==> src/rtl/serial_pattern_tx_pkg.sv <==
// Shared definitions for the serial pattern transmitter: state encoding,
// default geometry and a counter-width helper.
package serial_pattern_tx_pkg;

  localparam int DEFAULT_WIDTH = 4;
  localparam int DEFAULT_GAP   = 1;
  localparam int DEFAULT_CNT_W = 4;

  typedef enum logic [1:0] {
    S_IDLE  = 2'b00,
    S_SHIFT = 2'b01,
    S_GAP   = 2'b10,
    S_DONE  = 2'b11
  } tx_state_e;

  // Bits needed to count down from max_val to 0, never less than one.
  function automatic int cnt_width(input int max_val);
    return (max_val < 1) ? 1 : $clog2(max_val + 1);
  endfunction

endpackage

==> src/rtl/serial_pattern_tx_if.sv <==
// Frame request / serial line bundle between a frame source and the transmitter.
interface serial_pattern_tx_if
  import serial_pattern_tx_pkg::*;
#(
  parameter int WIDTH = DEFAULT_WIDTH,
  parameter int CNT_W = DEFAULT_CNT_W
);
  logic             start;
  logic [WIDTH-1:0] pattern;
  logic [CNT_W-1:0] repeat_n;
  logic             X;
  logic             busy;
  logic             done;
  tx_state_e        state;

  modport master (output start, pattern, repeat_n, input X, busy, done, state);
  modport slave  (input start, pattern, repeat_n, output X, busy, done, state);
endinterface

==> src/rtl/serial_pattern_tx_piso_shift.sv <==
// Parallel-in / serial-out register; load takes priority over shift, zeros fill from the LSB.
module piso_shift #(
  parameter int WIDTH = 4
) (
  input  logic             clk,
  input  logic             reset,
  input  logic             load,
  input  logic             shift,
  input  logic [WIDTH-1:0] d,
  output logic             q_msb
);
  logic [WIDTH-1:0] shreg;

  // NOTE: sequential state uses non-blocking assignments so every register
  // samples pre-edge values regardless of process ordering.
  always_ff @(posedge clk or posedge reset) begin
    if (reset)      shreg <= '0;
    else if (load)  shreg <= d;
    else if (shift) shreg <= {shreg[WIDTH-2:0], 1'b0};
  end

  assign q_msb = shreg[WIDTH-1];
endmodule

==> src/rtl/serial_pattern_tx.sv <==
// Serial pattern transmitter: sends a latched pattern MSB-first repeat_n times,
// with GAP idle-zero bits between repetitions, then pulses done.
module serial_pattern_tx
  import serial_pattern_tx_pkg::*;
#(
  parameter int WIDTH = DEFAULT_WIDTH,
  parameter int GAP   = DEFAULT_GAP,
  parameter int CNT_W = DEFAULT_CNT_W
) (
  input  logic                clk,
  input  logic                reset,
  serial_pattern_tx_if.slave  bus
);
  localparam int BIT_W = cnt_width(WIDTH - 1);
  localparam int GAP_W = cnt_width(GAP);
  localparam logic [BIT_W-1:0] LAST_BIT = BIT_W'(WIDTH - 1);
  localparam logic [GAP_W-1:0] GAP_LOAD = GAP_W'((GAP > 0) ? GAP - 1 : 0);

  tx_state_e        state_q, state_d;
  logic [WIDTH-1:0] pat_q, pat_d;
  logic [CNT_W-1:0] rep_q, rep_d;
  logic [BIT_W-1:0] bit_q, bit_d;
  logic [GAP_W-1:0] gap_q, gap_d;
  logic             load, shift, q_msb;

  // NOTE: every register, counters included, is cleared by the async reset so
  // a frame abandoned mid-flight leaves nothing behind.
  always_ff @(posedge clk or posedge reset) begin
    if (reset) begin
      state_q <= S_IDLE;
      pat_q   <= '0;
      rep_q   <= '0;
      bit_q   <= '0;
      gap_q   <= '0;
    end else begin
      state_q <= state_d;
      pat_q   <= pat_d;
      rep_q   <= rep_d;
      bit_q   <= bit_d;
      gap_q   <= gap_d;
    end
  end

  // NOTE: all outputs of this block take a default first, so no path infers a latch.
  always_comb begin
    state_d = state_q;
    pat_d   = pat_q;
    rep_d   = rep_q;
    bit_d   = bit_q;
    gap_d   = gap_q;
    load    = 1'b0;
    shift   = 1'b0;
    unique case (state_q)
      S_IDLE: begin
        if (bus.start) begin
          load  = 1'b1;
          pat_d = bus.pattern;
          rep_d = bus.repeat_n;
          if (bus.repeat_n == '0) begin
            state_d = S_DONE;
          end else begin
            bit_d   = LAST_BIT;
            state_d = S_SHIFT;
          end
        end
      end
      S_SHIFT: begin
        shift = 1'b1;
        if (bit_q != '0) begin
          bit_d = bit_q - 1'b1;
        end else if (rep_q == CNT_W'(1)) begin
          state_d = S_DONE;
        end else begin
          rep_d = rep_q - 1'b1;
          if (GAP == 0) begin
            load  = 1'b1;
            bit_d = LAST_BIT;
          end else begin
            gap_d   = GAP_LOAD;
            state_d = S_GAP;
          end
        end
      end
      S_GAP: begin
        if (gap_q != '0) begin
          gap_d = gap_q - 1'b1;
        end else begin
          load    = 1'b1;
          bit_d   = LAST_BIT;
          state_d = S_SHIFT;
        end
      end
      S_DONE: state_d = S_IDLE;
      default: state_d = S_IDLE;
    endcase
  end

  // In IDLE the register loads straight from the request; later reloads use the latched copy.
  piso_shift #(.WIDTH(WIDTH)) u_piso (
    .clk   (clk),
    .reset (reset),
    .load  (load),
    .shift (shift),
    .d     ((state_q == S_IDLE) ? bus.pattern : pat_q),
    .q_msb (q_msb)
  );

  assign bus.X     = (state_q == S_SHIFT) ? q_msb : 1'b0;
  assign bus.busy  = (state_q == S_SHIFT) || (state_q == S_GAP);
  assign bus.done  = (state_q == S_DONE);
  assign bus.state = state_q;
endmodule

==> src/flat_wrapper.sv <==
// flat-port wrapper written by rule: the top's interface ports become plain ports
module serial_pattern_tx_flat import serial_pattern_tx_pkg::*;
#(
  parameter int WIDTH = DEFAULT_WIDTH,
  parameter int GAP   = DEFAULT_GAP,
  parameter int CNT_W = DEFAULT_CNT_W
)
  (clk, reset, bus_start, bus_pattern, bus_repeat_n, bus_X, bus_busy, bus_done, bus_state);
  serial_pattern_tx_if #(.WIDTH(WIDTH), .CNT_W(CNT_W)) bus_i ();
  input  logic clk;
  input  logic reset;
  input wire logic [$bits(bus_i.start)-1:0] bus_start;
  input wire logic [$bits(bus_i.pattern)-1:0] bus_pattern;
  input wire logic [$bits(bus_i.repeat_n)-1:0] bus_repeat_n;
  output wire logic [$bits(bus_i.X)-1:0] bus_X;
  output wire logic [$bits(bus_i.busy)-1:0] bus_busy;
  output wire logic [$bits(bus_i.done)-1:0] bus_done;
  output wire logic [$bits(bus_i.state)-1:0] bus_state;
  assign bus_i.start = bus_start;
  assign bus_i.pattern = bus_pattern;
  assign bus_i.repeat_n = bus_repeat_n;
  assign bus_X = bus_i.X;
  assign bus_busy = bus_i.busy;
  assign bus_done = bus_i.done;
  assign bus_state = bus_i.state;
  serial_pattern_tx #(.WIDTH(WIDTH), .GAP(GAP), .CNT_W(CNT_W)) u_core (.clk(clk), .reset(reset), .bus(bus_i));
endmodule
==> config.mk <==
export PLATFORM = sky130hd
export DESIGN_NAME = serial_pattern_tx_flat
export DESIGN_NICKNAME = d
export VERILOG_FILES = /design/src/rtl/serial_pattern_tx_pkg.sv /design/src/rtl/serial_pattern_tx_if.sv /design/src/rtl/serial_pattern_tx_piso_shift.sv /design/src/rtl/serial_pattern_tx.sv /design/src/flat_wrapper.sv
export SDC_FILE = /design/constraint.sdc
export NUM_CORES = 1
export LEC_CHECK = 0
export ABC_AREA = 1
export BUFFER_PORTS_ARGS = -buffer_cell sky130_fd_sc_hd__buf_2
export CAP_MARGIN = 10
export CORE_ASPECT_RATIO = 0.6
export CORE_UTILIZATION = 30
export DETAILED_ROUTE_END_ITERATION = 10
export SLEW_MARGIN = 0
export SYNTH_ARGS = -nofsm -noshare
export SYNTH_HDL_FRONTEND = slang
export SYNTH_HIERARCHICAL = 1
export SYNTH_SLANG_ARGS = --single-unit
export TNS_END_PERCENT = 10
==> constraint.sdc <==
create_clock -name clk -period 4.27 [get_ports clk]
set_input_delay 0.854 -clock clk [delete_from_list [all_inputs] [get_ports clk]]
set_output_delay 0.854 -clock clk [all_outputs]
set_load 0.02 [all_outputs]
==> metrics.md <==
| Metric | Value |
|---|---|
| Worst Hold Class | `primary input to async pin` |
| Dpl hpwl | `1700 um` |
| Synth Register Bits | `16` |
| Pins Over Slew Limit | `0` |
| Area Growth Syn to Fin | `17.4%` |
| Pin count of the biggest net entering global routing | `13` |
| Ys flop type | `dfrtp_1` |
| Kind of critical path | `register to output pin` |
| CTS Root Cell | `clkbuf_8` |
| Clock slew at reported path FFs | `0.07 ns` |
| Final setup fails | `0` |
| Status | `finished, final reports clean` |
| Initial DRT Pass Iterations | `5` |
| Clock sinks | `16` |
| Slowest stage cell, crit path | `dfrtp_1` |
| Synth Instances | `148` |
| Dpl ws | `2.21 ns` |
| Unrepaired setup endpoints after global routing | `false` |
| Fraction of the cycle the final worst path needs | `54.5%` |
| Post-synth top area cell | `dfrtp_1` |
| Initial DRC count | `51` |
| DR vias | `893` |
| Number of CTS-inserted buffers | `3` |
| Syn Area/Cell | `7.05 um2` |
| # DRC | `0` |
| Reg2reg start | `u_core/bus.state[0]` |
| Max-Cap Viols | `0` |
| Initial core utilization | `31.8%` |
| Max transition margin | `61.8%` |
| CP arrival | `1.47 ns` |
| Final #Nets | `187` |
| CP Launch Type | `register` |
| Endpoint class of the critical path | `output pin` |
| Worst Path Max Fanout | `8` |
| Post-synth top area share | `38.4%` |
| Die width | `78.1 um` |
| Worst slew pin tran | `0.573 ns` |
| Crit. Startpoint | `u_core/bus.state[1]` |
| Most frequent CP cell | `inv_1` |
| Share of layout cells above drive strength 1 | `18.1%` |
| PwrDens | `243 mW/mm2` |
| H-tree depth | `1` |
| YS warnings | `6` |
| Antenna cells | `0` |
| Global route overflow | `0` |
| Synth Cell Area | `0.00104 mm2` |
| Initial antenna violation count | `0` |
| Die ar. | `0.00373 mm2` |
| Hold Fails Final Rpt | `0` |
| Post-DR wirelength/cell | `10.1 um` |
| Core Area | `0.00328 mm2` |
| Number of setup buffers added after CTS | `0` |
| Minimum clock period | `2.33 ns` |
| Post-synth EDFFs | `0` |
| Most frequent cell after synthesis | `nand2_1` |
| Via density | `4.23` |
| First-pass GRT wire length | `3780 um` |
| Fmax | `430 MHz` |
| Vias in the first global route | `763` |
| CP Data Required Time | `3.42 ns` |
| DRT antenna net count | `0` |
| Delay-heaviest family, CP | `flip-flops` |
| Critical path buffers and inverters | `3` |
| Die Y | `47.7 um` |
| I/O Buffers | `15` |
| Clock Skew | `0.00395 ns` |
| IO Count | `16` |
| Ranking of synthesized cells by area | `dfrtp_1 38%, nand2_1 17%, ha_1 11%` |
| Crit path largest cell delay | `0.42 ns` |
| Setup Total Neg Slack | `0 ns` |
| Hold_buf cts | `0` |
| Pleak | `0.697 nW` |
| Sequential share of the synthesized area | `38.4%` |
| Yosys cell types | `18` |
| FP Rows | `16` |
| Worst setup margin | `1.94 ns` |
| Clk_lat worst skew | `0.25 ns` |
| Synth cell count leaders | `48 x nand2_1, 24 x inv_1, 16 x dfrtp_1, 11 x nand3_1` |
| CP Cell Sequence | `inv_1, ha_1, nand2_1, inv_1, buf_2` |
| GR Util All Layers | `14.1%` |
| Clk buf depth | `2` |
| Final GP Congestion | `0.791` |
| Post-Syn Nets | `168` |
| CTS tree | `built` |
| Peak supply drop | `132 uV` |
| Post_cts resized | `0` |
| DRT Wirelength | `2130 um` |
| Synth async-reset ratio | `100%` |
-- kinds of logic (layout without fill, tap and decap cells) --
| kind of cell | Yosys count | after routing | synth area share (%) |
|---|---|---|---|
| and+or+nand+nor | 78 | 78 | 32.6 |
| buffers and inverters | 29 | 47 | 10.6 |
| adders and majority gates | 9 | 9 | 10.8 |
| DFF | 16 | 16 | 38.4 |
| AOI/OAI and AO/OA | 16 | 16 | 7.67 |
-- metal layers --
metal	track usage (%)	part of all wire [%]	routed length, um	vias up
met5	0	0	0	-
met4	3.33	0.38	8	0
met3	4.57	5.0	106	2
met2	18.2	35	747	18
met1	21.8	59	1270	383
li1	-	-	-	490
-- area by class of cell --
| type | instances | area (um2) |
|---|---|---|
| Clock buffer | 4 | 55.1 |
| Multi-Input combinational cell | 103 | 533 |
| Timing Repair Buffer | 15 | 75.1 |
| Sequential cell | 16 | 400 |
| Tap cell | 45 | 56.3 |
| Fill cell | 355 | 2060 |
| Inverter | 28 | 105 |
-- per-stage QoR --
step | hold slack (ns) | utilization [%] | instance area, um2 | total power [mW] | cells
2_1_floorplan | 0.442 | - | 1040 | 0.159 | 148
3_3_place_gp | 0.467 | 35.6 | 1170 | 0.165 | 207
3_5_place_dp | 0.466 | 35.6 | 1170 | 0.166 | 207
4_1_cts | 0.483 | 37.3 | 1220 | 0.304 | 211
5_1_grt | 0.487 | 37.3 | 1220 | 0.312 | 211
6_report | 0.475 | 37.3 | 1220 | 0.298 | 211
-- power by group --
part	leakage (nW)	switching, mW	internal, mW
logic	0.470	0.00744	0.00396
clock network	0.0288	0.0531	0.0818
registers	0.198	0	0.152
-- flip-flops by register name, indices dropped and copies added, names as in the netlist --
register and cells:
u_core/pat_q 4, u_core/rep_q 4, u_core/bit_q 2, u_core/bus.state 2
u_core/u_piso/shreg 4
-- final timing paths --
| path | end | slack (ns) | cells past startpoint |
|---|---|---|---|
| setup / recovery | bus_X | 1.94 | 5 |
| hold / removal | u_core/u_piso/shreg[3] | 0.48 | 2 |
| setup reg to reg | u_core/u_piso/shreg[2] | 2.44 | 7 |
| hold reg to reg | u_core/u_piso/shreg[0] | 0.48 | 2 |
| max in group asynchronous | u_core/pat_q[3] | 3.23 | 2 |
| min in group clk | u_core/u_piso/shreg[0] | 0.48 | 2 |
-- cell usage in the layout (no fill, tap or decap), drive strengths merged, types with 2 or more instances in the layout --
master	netlist	routed
a21oi	7	7
nand4	2	2
nor2	12	12
inv	27	27
o21ai	9	9
nand2	51	51
nand3	12	12
clkbuf	0	4
ha	9	9
buf	1	15
dfrtp	16	16
(Power assumes the default switching activity.)
